<file path="src/rtl/fanout_skew_pkg.sv">
// Shared types and default sizing for the fanout skew receiver.
package fanout_skew_pkg;

   typedef enum logic [1:0] {
      IDLE    = 2'd0,
      ARMED   = 2'd1,
      MEASURE = 2'd2,
      DONE    = 2'd3
   } state_e;

   localparam int LANES_DEF   = 3;
   localparam int CNT_W_DEF   = 8;
   localparam int TIMEOUT_DEF = 200;

endpackage

</file>
<file path="src/rtl/lane_edge_sync.sv">
// One lane: 2-FF synchroniser plus previous-value flop; flags any level change.
module lane_edge_sync (
   input  logic clk,
   input  logic rst,
   input  logic lane_i,
   output logic level_o,
   output logic edge_o
);

   logic meta_q;
   logic sync_q;
   logic prev_q;

   // NOTE: non-blocking assignments make all three flops sample together, giving a true shift chain.
   always_ff @(posedge clk or posedge rst) begin
      if (rst) begin
         meta_q <= 1'b0;
         sync_q <= 1'b0;
         prev_q <= 1'b0;
      end else begin
         meta_q <= lane_i;
         sync_q <= meta_q;
         prev_q <= sync_q;
      end
   end

   assign level_o = sync_q;
   assign edge_o  = sync_q ^ prev_q;

endmodule

</file>
<file path="src/rtl/fanout_skew_rx.sv">
// Measures cycle skew between the first and last lane edge of a fanout tile.
// Optional SKEW_MAX_TRACK_EN adds a sticky max_skew output.
module fanout_skew_rx
   import fanout_skew_pkg::*;
#(
   parameter int LANES   = LANES_DEF,
   parameter int CNT_W   = CNT_W_DEF,
   parameter int TIMEOUT = TIMEOUT_DEF
) (
   input  logic             clk,
   input  logic             rst,
   input  logic [LANES-1:0] lane_in,
   input  logic             arm,
   input  logic             clear,
   output logic             busy,
   output logic             result_valid,
   input  logic             result_ready,
   output logic [CNT_W-1:0] skew,
   output logic [LANES-1:0] seen_mask,
   output logic             timeout,
   output logic [LANES-1:0] levels
`ifdef SKEW_MAX_TRACK_EN
   ,
   output logic [CNT_W-1:0] max_skew
`endif
);

   localparam logic [CNT_W-1:0] TIMEOUT_C = CNT_W'(TIMEOUT);
   localparam logic [CNT_W-1:0] CNT_MAX   = {CNT_W{1'b1}};

   state_e           state_q;
   logic [CNT_W-1:0] cnt_q;
   logic [CNT_W-1:0] cnt_d;
   logic [CNT_W-1:0] skew_q;
   logic [LANES-1:0] seen_q;
   logic [LANES-1:0] seen_d;
   logic [LANES-1:0] levels_q;
   logic             timeout_q;
   logic [LANES-1:0] lvl_now;
   logic [LANES-1:0] edge_now;
   logic [LANES-1:0] new_edge;

   for (genvar g = 0; g < LANES; g++) begin : g_lane
      lane_edge_sync u_sync (
         .clk     (clk),
         .rst     (rst),
         .lane_i  (lane_in[g]),
         .level_o (lvl_now[g]),
         .edge_o  (edge_now[g])
      );
   end

   assign new_edge = edge_now & ~seen_q;
   assign seen_d   = seen_q | edge_now;
   assign cnt_d    = (cnt_q == CNT_MAX) ? cnt_q : cnt_q + 1'b1;

   // Edges are loaded with the post-increment count, so skew equals the cycle distance.
   always_ff @(posedge clk or posedge rst) begin
      if (rst) begin
         state_q   <= IDLE;
         cnt_q     <= '0;
         skew_q    <= '0;
         seen_q    <= '0;
         levels_q  <= '0;
         timeout_q <= 1'b0;
      end else if (clear) begin
         state_q   <= IDLE;
         cnt_q     <= '0;
         skew_q    <= '0;
         seen_q    <= '0;
         levels_q  <= '0;
         timeout_q <= 1'b0;
      end else begin
         case (state_q)
            IDLE: begin
               if (arm) begin
                  state_q   <= ARMED;
                  seen_q    <= '0;
                  skew_q    <= '0;
                  timeout_q <= 1'b0;
               end
            end
            ARMED: begin
               if (|edge_now) begin
                  seen_q <= edge_now;
                  cnt_q  <= '0;
                  skew_q <= '0;
                  if (&edge_now) begin
                     state_q  <= DONE;
                     levels_q <= lvl_now;
                  end else begin
                     state_q <= MEASURE;
                  end
               end
            end
            MEASURE: begin
               cnt_q <= cnt_d;
               if (|new_edge) begin
                  seen_q <= seen_d;
                  skew_q <= cnt_d;
               end
               // Completion wins over timeout when both land on the same cycle.
               if (&seen_d) begin
                  state_q  <= DONE;
                  levels_q <= lvl_now;
               end else if (cnt_d >= TIMEOUT_C) begin
                  state_q   <= DONE;
                  levels_q  <= lvl_now;
                  timeout_q <= 1'b1;
               end
            end
            DONE: begin
               if (result_ready) state_q <= IDLE;
            end
            default: state_q <= IDLE;
         endcase
      end
   end

   assign busy         = (state_q == ARMED) || (state_q == MEASURE);
   assign result_valid = (state_q == DONE);
   assign skew         = skew_q;
   assign seen_mask    = seen_q;
   assign timeout      = timeout_q;
   assign levels       = levels_q;

`ifdef SKEW_MAX_TRACK_EN
   logic             close_ok;
   logic [CNT_W-1:0] close_skew;
   logic [CNT_W-1:0] max_q;

   assign close_ok   = !clear &&
                       (((state_q == ARMED) && (&edge_now)) ||
                        ((state_q == MEASURE) && (|new_edge) && (&seen_d)));
   assign close_skew = (state_q == ARMED) ? '0 : cnt_d;

   // Deliberately untouched by clear: only rst forgets the historical maximum.
   always_ff @(posedge clk or posedge rst) begin
      if (rst) begin
         max_q <= '0;
      end else if (close_ok && (close_skew > max_q)) begin
         max_q <= close_skew;
      end
   end

   assign max_skew = max_q;
`endif

endmodule

</file>
<file path="config.mk">
export PLATFORM = sky130hd
export DESIGN_NAME = fanout_skew_rx
export DESIGN_NICKNAME = d
export VERILOG_FILES = /design/src/rtl/fanout_skew_pkg.sv /design/src/rtl/lane_edge_sync.sv /design/src/rtl/fanout_skew_rx.sv
export SDC_FILE = /design/constraint.sdc
export NUM_CORES = 1
export LEC_CHECK = 0
export ABC_AREA = 1
export CAP_MARGIN = 25
export CORE_MARGIN = 8
export CORE_UTILIZATION = 30
export DETAILED_ROUTE_END_ITERATION = 12
export DONT_BUFFER_PORTS = 1
export SKIP_CTS_REPAIR_TIMING = 1
export SLEW_MARGIN = 20
export SYNTH_ARGS = -nofsm -noshare
export SYNTH_HDL_FRONTEND = slang
export SYNTH_SLANG_ARGS = --single-unit
export TNS_END_PERCENT = 50
</file>
<file path="constraint.sdc">
create_clock -name clk -period 1.7 [get_ports clk]
set_input_delay 0.255 -clock clk [delete_from_list [all_inputs] [get_ports clk]]
set_output_delay 0.255 -clock clk [all_outputs]
set_load 0.01 [all_outputs]
</file>
==> flow_summary.json <==
{
  "status": "completed",
  "core_area_sq_um": 6240,
  "grt_pass1_vias": 1572,
  "area_delta_synth_final_pct": 24.7,
  "setup_viol": 0,
  "ys_seq_elements": 34,
  "globalRouteTotalUtil_pct": 9.98,
  "max_slew_margin_pct": 65.6,
  "grt-ovfl-total": 0,
  "die_w_microns": 95.8,
  "rsz0062_at_grt": "yes",
  "clock-sinks": 34,
  "worst_setup_path_start_kind": "flop",
  "ios": 25,
  "drc": 0,
  "timing.fmax_mhz": 614,
  "antennaDiodeCount": 0,
  "hold_viol_final": 0,
  "num_rows": 29,
  "clk_latency_ps": 290,
  "grt_pass1_wl_mm": 7.16,
  "synth_seq_area_share_pct": 44.6,
  "slew_viol_final": 0,
  "cap_violations": 0,
  "tightest_slew_ps": 516,
  "drt_first_pass_iters": 4,
  "synth_cell_types": 30,
  "finalCriticalPeriod_ps": 1630,
  "numCtsBuffers": 5,
  "cts-root-buf": "clkbuf_8",
  "via_per_inst": 4.65,
  "cts_tree": "yes",
  "ys.warnings.count": 0,
  "crit_required_ps": 1880,
  "fin_nets": 277,
  "drive_gt1_share_pct": 30.7,
  "syn_nets": 251,
  "vias": 1584,
  "critPathCaptureType": "flop",
  "synth_area_per_cell_sq_um": 8.05,
  "drt-initial-drc-count": 65,
  "final_area_sq_um": 2380,
  "worst_slack_ps": 72.5,
  "synth_area_sq_um": 1910,
  "initial_core_util_pct": 30.6,
  "p_leak_nw": 1.16,
  "grt_start_max_net_pins": 35,
  "clk_pin_slew_ps": 70,
  "irDropWorstVdd_uv": 511,
  "routedWlPerCell_microns": 12.5,
  "gp_congestion": 0.828,
  "whs_ps": 143,
  "min_period_over_period_pct": 95.7,
  "netlist_instances": 237,
  "path_max_fanout": 7,
  "worstHoldPathType": "input port to flop",
  "port_buffers": 0,
  "antenna_found_initial": 0,
  "ant_nets": 0,
  "postPlaceCellArea_sq_um": 2090,
  "htreeDepth": 2,
  "worst_ep_arrival_time_ps": 1810,
  "crit_type": "flop to flop",
  "fin_worst_skew_ps": 8.44,
  "powerDensity_nw_per_um2": 1130,
  "fp.dieH_microns": 95.8,
  "wl_mm": 4.25,
  "post-place-ws_ps": -1.35,
  "clk_path_buf_depth": 2,
  "floorplan.die_area_sq_um": 9170,
  "hpwl_mm": 3.20
}
-- worst max-delay path, cell delays in order (launching register included) --
cell and delay, ps:
dfrtp_1 410, ha_4 190, nand2_4 60, nor2_4 150, nand2_4 100, nand3_2 80, nand2_2 60, nand3_2 90
nand2_2 80, nand3_4 120, nand2_4 70, nand2_1 80, nand2_1 50
-- report_power, final --
| part | switching (W) | internal [W] |
|---|---|---|
| clock network | 0.000290 | 0.000439 |
| registers | 0.000111 | 0.000902 |
| logic | 0.000551 | 0.000388 |
| total | 0.000951 | 0.00173 |
-- cell type report --
class	instances	area, sq um
fill	671	3860
multi-input combinational	170	1010
sequential	34	852
timing repair buffer	22	194
inverter	30	118
tap	77	96.3
clock buffer	7	76.3
clock inverter	1	30.0
-- sequential cells by signal, indices dropped and copies added (netlist names) --
signal                 flops
cnt_q                      8
g_lane.u_sync.level_o      3
g_lane.u_sync.meta_q       3
g_lane.u_sync.prev_q       3
levels                     3
seen_mask                  3
skew                       8
state_q                    2
timeout                    1
-- cell usage after synthesis --
cell	n	share of area, %
nor2_4	3	1.8
nor3_2	1	0.52
o21ai_0	13	3.4
inv_2	5	0.98
nand2_4	2	1.2
a21oi_2	1	0.46
nor3_1	2	0.52
o22ai_1	1	0.33
o21ai_1	4	1.0
inv_4	1	0.33
nor2_1	15	3.0
buf_6	2	1.2
or2_2	1	0.33
a31oi_1	1	0.33
nor2_2	1	0.33
o21ai_2	5	2.3
a21oi_1	6	1.6
o21bai_2	1	0.59
nand3_2	2	1.0
dfrtp_1	34	45
inv_1	24	4.7
nand3_4	1	0.92
o21a_1	1	0.39
nand2_1	74	15
nand3_1	14	3.7
nor2_8	1	1.0
buf_4	1	0.39
nand2_2	8	2.6
ha_1	6	3.9
or2_1	6	2.0
-- through the flow --
stage	cells	TNS [ps]	utilization [%]	power [W]
floorplan	237	0	-	0.00157
global placement	327	0	33.6	0.00182
detailed placement	327	-1.35	33.6	0.00183
CTS	335	-129	35.3	0.00257
global route	341	-196	38.1	0.00287
finish	341	0	38.1	0.00268
-- routing by layer --
metal	global-route usage [%]	part of all wire, %
met1	11.4	43
met4	2.30	0.75
met2	17.3	50
met5	0	0
met3	3.74	6.7
-- kinds of logic (layout without fill, tap and decap cells) --
| logic type | Yosys count | count (layout) | synth area share (%) |
|---|---|---|---|
| simple gates | 131 | 131 | 33.4 |
| flops | 34 | 34 | 44.6 |
| buf+inv | 33 | 60 | 7.61 |
| fa+ha+maj | 6 | 6 | 3.93 |
| compound gates | 33 | 33 | 10.4 |
-- layout by cell type (no fill, tap or decap), types with 6 or more instances in the layout --
cell,synthesis,final
nand3_1,14,12
dfrtp_1,34,33
inv_2,5,9
nor2_1,15,10
a21oi_1,6,6
nand2_2,8,12
buf_4,1,13
nand2_1,74,67
o21ai_0,13,12
inv_1,24,20
-- path summary, 6_finish.rpt --
kind | start | endpoint | slack, ps | cells past startpoint
max | cnt_q[1] | levels[1] | 70 | 12
min | clear | levels[0] | 140 | 3
max reg2reg | cnt_q[1] | levels[1] | 70 | 12
min reg2reg | g_lane[0].u_sync.meta_q | g_lane[0].u_sync.level_o | 350 | 0
max in group asynchronous | rst | cnt_q[2] | 870 | 3
min in group asynchronous | rst | skew[1] | 500 | 3
Note: power is estimated with default switching activity, not from simulation.
